File: src/rtl/quadro_peso_rx.sv
// Receiver for ASCII weight frames "<min><max><atual>#": classifies atual against [min, max].
// Optional macro QUADRO_CHECA_FAIXA_EN rejects frames whose min exceeds max.
module quadro_peso_rx #(
    parameter int DIGITOS        = 2,
    parameter int TIMEOUT_CICLOS = 5_000_000
) (
    input  logic                   clock,
    input  logic                   reset,
    input  logic [7:0]             dado,
    input  logic                   dado_valido,
    output logic                   pronto,
    output logic                   erro,
    output logic                   pertence,
    output logic                   abaixo,
    output logic                   acima,
    output logic                   peso_max_zero,
    output logic [2:0]             posicao,
    output logic [4*DIGITOS-1:0]   peso_atual,
    output logic [1:0]             db_estado
);

    localparam int CW   = 4*DIGITOS;
    localparam int FW   = 12*DIGITOS;
    localparam int NDIG = 3*DIGITOS;
    localparam int NW   = $clog2(NDIG+1);
    localparam int TW   = $clog2(TIMEOUT_CICLOS+1);
    localparam logic [NW-1:0] ULTIMO_DIGITO = NW'(NDIG-1);
    localparam logic [TW-1:0] TIMEOUT_FIM   = TW'(TIMEOUT_CICLOS-1);

    typedef enum logic [1:0] {
        OCIOSO      = 2'b00,
        RECEBE      = 2'b01,
        AGUARDA_FIM = 2'b10
    } estado_t;

    estado_t          r_estado;
    logic [NW-1:0]    r_cont;
    logic [TW-1:0]    r_timeout;
    logic [FW-1:0]    r_campos;
    logic             r_pronto, r_erro;
    logic             r_pertence, r_abaixo, r_acima, r_peso_max_zero;
    logic [2:0]       r_posicao;
    logic [CW-1:0]    r_peso_atual;

    logic             w_digito, w_hash, w_expirou, w_faixa_ok;
    logic             w_acima, w_abaixo;
    logic [3:0]       w_bcd;
    logic [CW-1:0]    w_min, w_max, w_atual;

    assign w_digito = (dado >= 8'h30) && (dado <= 8'h39);
    assign w_hash   = (dado == 8'h23);
    assign w_bcd    = dado[3:0];
    assign w_min    = r_campos[FW-1 -: CW];
    assign w_max    = r_campos[2*CW-1 -: CW];
    assign w_atual  = r_campos[CW-1:0];
    assign w_acima  = (w_atual > w_max);
    assign w_abaixo = (w_atual < w_min);
    // A byte arriving on the terminal cycle wins over the timeout.
    assign w_expirou = (r_estado != OCIOSO) && !dado_valido && (r_timeout == TIMEOUT_FIM);

`ifdef QUADRO_CHECA_FAIXA_EN
    assign w_faixa_ok = (w_min <= w_max);
`else
    assign w_faixa_ok = 1'b1;
`endif

    // NOTE: non-blocking assignments throughout, so every decision below sees pre-edge state.
    always_ff @(posedge clock or posedge reset) begin
        if (reset) begin
            r_estado        <= OCIOSO;
            r_cont          <= '0;
            r_timeout       <= '0;
            r_campos        <= '0;
            r_pronto        <= 1'b0;
            r_erro          <= 1'b0;
            r_pertence      <= 1'b0;
            r_abaixo        <= 1'b0;
            r_acima         <= 1'b0;
            r_peso_max_zero <= 1'b1;
            r_posicao       <= 3'b000;
            r_peso_atual    <= '0;
        end else begin
            r_pronto <= 1'b0;
            r_erro   <= 1'b0;

            if (r_estado == OCIOSO || dado_valido || w_expirou)
                r_timeout <= '0;
            else
                r_timeout <= r_timeout + 1'b1;

            case (r_estado)
                OCIOSO: begin
                    if (dado_valido && w_digito) begin
                        r_campos <= FW'(w_bcd);
                        r_cont   <= NW'(1);
                        r_estado <= RECEBE;
                    end else begin
                        r_cont <= '0;
                    end
                end
                RECEBE: begin
                    if (dado_valido) begin
                        if (w_digito) begin
                            r_campos <= {r_campos[FW-5:0], w_bcd};
                            r_cont   <= r_cont + 1'b1;
                            if (r_cont == ULTIMO_DIGITO)
                                r_estado <= AGUARDA_FIM;
                        end else begin
                            r_erro   <= 1'b1;
                            r_estado <= OCIOSO;
                        end
                    end else if (w_expirou) begin
                        r_erro   <= 1'b1;
                        r_estado <= OCIOSO;
                    end
                end
                AGUARDA_FIM: begin
                    if (dado_valido) begin
                        r_estado <= OCIOSO;
                        if (w_hash && w_faixa_ok) begin
                            r_pronto        <= 1'b1;
                            r_acima         <= w_acima;
                            r_abaixo        <= !w_acima && w_abaixo;
                            r_pertence      <= !w_acima && !w_abaixo;
                            r_posicao       <= w_acima ? 3'b111 : (w_abaixo ? 3'b000 : 3'b011);
                            r_peso_max_zero <= (w_max == '0);
                            r_peso_atual    <= w_atual;
                        end else begin
                            r_erro <= 1'b1;
                        end
                    end else if (w_expirou) begin
                        r_erro   <= 1'b1;
                        r_estado <= OCIOSO;
                    end
                end
                default: r_estado <= OCIOSO;
            endcase
        end
    end

    assign pronto        = r_pronto;
    assign erro          = r_erro;
    assign pertence      = r_pertence;
    assign abaixo        = r_abaixo;
    assign acima         = r_acima;
    assign peso_max_zero = r_peso_max_zero;
    assign posicao       = r_posicao;
    assign peso_atual    = r_peso_atual;
    assign db_estado     = r_estado;

endmodule

File: config.mk
export PLATFORM = sky130hd
export DESIGN_NAME = quadro_peso_rx
export DESIGN_NICKNAME = d
export VERILOG_FILES = /design/src/rtl/quadro_peso_rx.sv
export SDC_FILE = /design/constraint.sdc
export NUM_CORES = 1
export LEC_CHECK = 0
export BUFFER_PORTS_ARGS = -buffer_cell sky130_fd_sc_hd__clkbuf_2
export CAP_MARGIN = 20
export CORE_AREA = 2 2 84 86
export DETAILED_ROUTE_END_ITERATION = 7
export DIE_AREA = 0 0 86 88
export GPL_ROUTABILITY_DRIVEN = 0
export HOLD_SLACK_MARGIN = 0.1
export PLACE_DENSITY = 0.74
export SYNTH_ARGS = -nofsm -noshare
export SYNTH_HDL_FRONTEND = slang
export SYNTH_SLANG_ARGS = --single-unit
File: constraint.sdc
create_clock -name clock -period 1.8 [get_ports clock]
set_input_delay 0.18 -clock clock [delete_from_list [all_inputs] [get_ports clock]]
set_output_delay 0.18 -clock clock [all_outputs]
set_load 0.01 [all_outputs]
# Word level (Yosys, flattened, before mapping)
# Index checks and enable logic that the tools add are counted.
[totals] latch_bits=0 reg_bits=69 elab_cells=73 ramBits=0 mem_bits_ro=0 mem_count=0 inputBits=11
[op_classes] n_shift=0 addsub=2 mux=27 n_reduce_logical=19 n_mul=0 n_bitwise=0 div=0 magnitude_cmp=4 n_eq_ne=9
[op_table] operator="$mux W24" count=3
[op_table] operator="$pmux W24 S2" count=1
[op_table] operator="$add A23 B1 Y23 const B" count=1
[op_table] operator="$eq A23 B23 Y1 const B" count=1
[op_table] operator="$mux W23" count=1
[op_table] operator="$mux W2" count=7
[op_table] operator="$mux W1" count=9
[op_table] operator="$mux W3" count=3
[op_table] operator="$eq A8 B6 Y1 const B" count=1
[op_table] operator="$ge A8 B6 Y1 const B" count=1
[op_table] operator="$gt A8 B8 Y1" count=1
[op_table] operator="$le A8 B6 Y1 const B" count=1
[op_table] operator="$logic_not A8 Y1" count=1
[op_table] operator="$lt A8 B8 Y1" count=1
[op_table] operator="$logic_and A1 B1 Y1" count=6
[op_table] operator="$pmux W2 S3" count=1
[op_table] operator="$pmux W3 S2" count=1
[op_table] operator="$reduce_and A3 Y1" count=2
[op_table] operator="$ne A2 B2 Y1 const B" count=2
[op_table] operator="$ne A4 B4 Y1 const B" count=1
[op_table] operator="$reduce_and A4 Y1" count=1
[op_table] operator="$reduce_bool A2 Y1" count=2
[op_table] operator="$add A3 B1 Y3 const B" count=1
[op_table] operator="$eq A3 B3 Y1 const B" count=1
[op_table] operator="other kinds (8)" count=11

# Logic depth before layout (Yosys ltp)
[depth] ltp_word=6 ltp_mapped=8

# Worst setup path before layout
# OpenSTA, ideal clock, no wires.
[synth_path] path_type="register to register" startpoint="reg r_estado[0] (netlist: db_estado[0])" endpoint="reg r_estado[1] (netlist: db_estado[1])" path_slack_ns=-0.029 path_stages_with_launch=7 required_ns=1.679 arrival_time_ns=1.708 path_cell_list="dfrtp_1 inv_1 ha_1 or2_2 nor4_4 o41ai_1 a22o_1"
[synth_via] elab_chain_cells=6
[synth_lines] element="start, declared" line="36" text="estado_t r_estado;"
[synth_lines] element="start signal, assigned" line="70" text="r_estado <= OCIOSO;"
[synth_lines] element="start signal, assigned" line="96" text="r_estado <= RECEBE;"
[synth_lines] element="start signal, assigned" line="107" text="r_estado <= AGUARDA_FIM;"
[synth_lines] element="$reduce_bool A2 Y1" line="59" text="assign w_expirou = (r_estado != OCIOSO) && !dado_valido && (r_timeout == TIMEOUT_FIM);"
[synth_lines] element="$logic_and A1 B1 Y1 (2 in series)" line="59"
[synth_lines] element="$mux W2"
[synth_lines] element="$mux W2, on equally long branches"
[synth_lines] element="$pmux W2 S3" line="91" text="case (r_estado)"
# Parallel ways exist; a longest one is shown, timed or not.
# A chain may end at the register's enable or synchronous reset.

# Worst setup path in the final report
[layout_path] startpoint="reg r_campos[14]" endpoint="reg r_abaixo (netlist: abaixo)"
[layout_via] elab_chain_cells=3
[layout_lines] element="start, declared" line="39" text="logic [FW-1:0] r_campos;"
[layout_lines] element="start signal, assigned" line="94" text="r_campos <= FW'(w_bcd);"
[layout_lines] element="start signal, assigned" line="104" text="r_campos <= {r_campos[FW-5:0], w_bcd};"
[layout_lines] element="$gt A8 B8 Y1" line="56" text="assign w_acima = (w_atual > w_max);"
[layout_lines] element="$logic_not A1 Y1" line="123" text="r_abaixo <= !w_acima && w_abaixo;"
[layout_lines] element="$logic_and A1 B1 Y1" line="123"
[layout_lines] element="end signal, assigned" line="123"
[layout_lines] element="end, declared" line="41" text="logic r_pertence, r_abaixo, r_acima, r_peso_max_zero;"
# Every way passes these cells.

==> metrics.cfg <==
[outcome]
status = finished clean

[synth]
ys_seq_area_share_pct = 48.53
synth_edf_count = 0
synth_area_leaders = dfrtp_1 48%, ha_1 8.0%, a22o_1 5.3%, nor2_1 4.0%, nand2_1 3.9%
synth_ff_type = dfrtp_1
mappedNetlistArea_mm2 = 0.003457
yosysWarnings = 0
synth_nets = 368
ys_ff_latch = 67
yosysTopAreaCellShare_pct = 47.77
synthMostInstantiatedCell = dfrtp_1
synthArstFlopShare_pct = 100.0
ys_top_cells_by_count = 66 x dfrtp_1, 37 x nor2_1, 36 x nand2_1
ys_types = 52
syn_inst = 335
avgSynthCellArea_um2 = 10.32
synth_top_area_cell = dfrtp_1

[sta]
final_hold_viol_count = 0
fin_crit_sh_pct = 98.43
slew_violations = 0
fmax_ghz = 0.5644
setup_viol = 0
min_period_ns = 1.772
worstMarginPinSlew_ns = 0.6532
slew-limit-headroom_pct = 56.36
finalSetupTns_ns = 0
rsz0062_at_grt = true
skew_ns = 0.005978

[drt]
dr.pass1.iters = 4
drt_iter0_markers = 100
route.detailed.vias_per_inst = 5.553
route.detailed.drc = 0
wl_per_cell_um = 15.26
vias = 2682
wirelength_um = 7370
ant_nets = 0

[pwr]
p_per_area_mw_per_mm2 = 795.1
power_leakage_nw = 2.042
worst_ir_drop_vdd_mv = 0.4735
finalPower_mw = 3.363

[die]
start_util_pct = 52.03
ios = 30
num_rows = 30
fp.dieH_um = 88
dieArea_mm2 = 0.007568
core_area_mm2 = 0.006644
die_x_um = 86

[setup_path]
worstSetupStartpointType = flop
crit_type = reg2reg
critPathMaxStageDelay_ns = 0.45
critical_path_peak_fanout = 4
crit_buf_inv = 1
crit_path_end_kind = flop
timing.critical_path.max_delay_family = simple AND/OR/NAND/NOR gates
cp.required_ns = 2.09
slowest_stage = dfrtp_1
cp_cell_sequence = inv_1 > ha_4 > nand4_1 > nor2_2 > a21oi_2 > nor4_2 > a21o_1
cp.arrival_ns = 2.06

[clock_network]
clock-sinks = 67
clkTransAtPathRegs_ns = 0.07
cts_max_level = 3
tritoncts = done
clk_path_buf_depth = 2
numCtsBuffers = 9
clk_latency_ns = 0.34
clockRootBuffer = clkbuf_8

[worst_hold_path]
hold_class = in2reg

[layout]
nets = 432
postLayoutCoreUtil_pct = 63.67
drive_gt1_share_pct = 25.56
syn_to_final_growth_pct = 22.37
antenna_cells = 0

[global_routing]
grt_pass1_wl_um = 12320
grt_max_degree = 31
grt_pass1_vias = 2614
grt_overflow_total = 0
antenna_found_initial = 0
grt_use_total_pct = 21.14

[placed_design]
io_buffers = 29
hpwl_um = 5050

[run]
max_cap_violations = 0

==> placed cells by master (no fill, tap or decap), types with 2 or more instances in the layout <==
| master | n |
|---|---|
| dfrtp_1 | 66 |
| nand2_1 | 36 |
| nor2_1 | 36 |
| clkbuf_2 | 29 |
| buf_4 | 28 |
| inv_1 | 23 |
| a22o_1 | 21 |
| ha_1 | 16 |
| nand3_1 | 14 |
| xor2_1 | 13 |
| nand4_1 | 12 |
| clkbuf_8 | 12 |
| xnor2_1 | 8 |
| a21o_1 | 7 |
| and4_1 | 5 |
| a21oi_1 | 5 |
| dlygate4sd3_1 | 5 |
| and3_1 | 4 |
| o21ai_0 | 4 |
| mux2_1 | 4 |
| ha_4 | 4 |
| o21ai_2 | 3 |
| nor2b_1 | 2 |
| nor4_1 | 2 |
| nor4_2 | 2 |
| nor3_1 | 2 |
| ha_2 | 2 |
| clkinv_2 | 2 |
| buf_12 | 2 |
| buf_6 | 2 |
==> layout make-up <==
| cell class | count | area (um2) |
|---|---|---|
| Clock inverter | 2 | 10.01 |
| Clock buffer | 13 | 168.9 |
| Timing Repair Buffer | 66 | 467.9 |
| Tap cell | 80 | 100.1 |
| Fill cell | 532 | 2414 |
| Sequential cell | 67 | 1678 |
| Multi-Input combinational cell | 231 | 1712 |
| Inverter | 24 | 93.84 |
==> timing repair <==
item                                    CTS  global route
hold buffers                              5             0
hold endpoints to repair                 30             0
endpoints found under the setup margin    1            26
pin swaps                                 2             9
setup buffers                             1             2
gates cloned                              0             0
resized for setup                         3            15
==> tightest hold or removal path: cells and delay by family <==
family	cells	cell delay, ns
buffers and inverters	1	0.12
AND/OR/NAND/NOR	2	0.16
==> flip-flops by register name, summed over array words and instances, names as in the netlist <==
| signal | cells |
|---|---|
| r_cont | 3 |
| posicao | 1 |
| acima | 1 |
| r_campos | 24 |
| peso_atual | 8 |
| abaixo | 1 |
| pertence | 1 |
| pronto | 1 |
| db_estado | 2 |
| r_timeout | 23 |
| peso_max_zero | 1 |
| erro | 1 |
==> per-stage QoR <==
step           hold WS [ns]  area, um2  setup slack (ns)  std cells
2_1_floorplan        0.3117       3463           0.01805        335
3_3_place_gp         0.2796       3870           0.02448        460
3_5_place_dp         0.2985       3870          -0.02629        460
4_1_cts              0.1156       4119          0.001835        481
5_1_grt              0.1352       4230          -0.05684        483
6_report             0.1462       4230           0.02822        483
==> metal layers <==
metal	wire length, um	global-route usage (%)	up-vias	share of wire, %
met5	0	0	-	0
met4	99	8.514	0	1.3
met3	298	6.126	12	4.0
met2	3606	33.76	54	49
met1	3365	27.25	1309	46
li1	-	-	1307	-
==> cells by family after synthesis <==
family                   synth area share (%)
AO/OA/AOI/OAI                           11.94
XOR/XNOR                                5.320
adder cells (fa/ha/maj)                 7.962
buffers and inverters                   4.959
flip-flops                              48.53
multiplexers                            1.592
AND/OR/NAND/NOR                         19.69
==> power by group <==
group / total [mW] / leakage (nW) / internal (mW) / switching [mW]
registers: 1.60 / 0.927 / 1.55 / 0.0571
clock network: 1.15 / 0.0953 / 0.601 / 0.545
logic: 0.612 / 1.02 / 0.287 / 0.325
total: 3.36 / 2.04 / 2.44 / 0.927
==> path summary, 6_finish.rpt <==
path | start | to | slack (ns) | cells after the start
worst max-delay path | r_campos[14]$_DFFE_PP0P_ | abaixo$_DFFE_PP0P_ | 0.03 | 7
worst min-delay path | dado[1] | pronto$_DFF_PP0_ | 0.15 | 3
worst max register to register | r_campos[14]$_DFFE_PP0P_ | abaixo$_DFFE_PP0P_ | 0.03 | 7
worst min register to register | peso_atual[7]$_DFFE_PP0P_ | peso_atual[7]$_DFFE_PP0P_ | 0.47 | 2
max in group asynchronous | reset | r_campos[18]$_DFFE_PP0P_ | 0.79 | 4
min in group asynchronous | reset | r_cont[2]$_DFFE_PP0P_ | 0.46 | 3
Power figures use the tool's default switching activity.
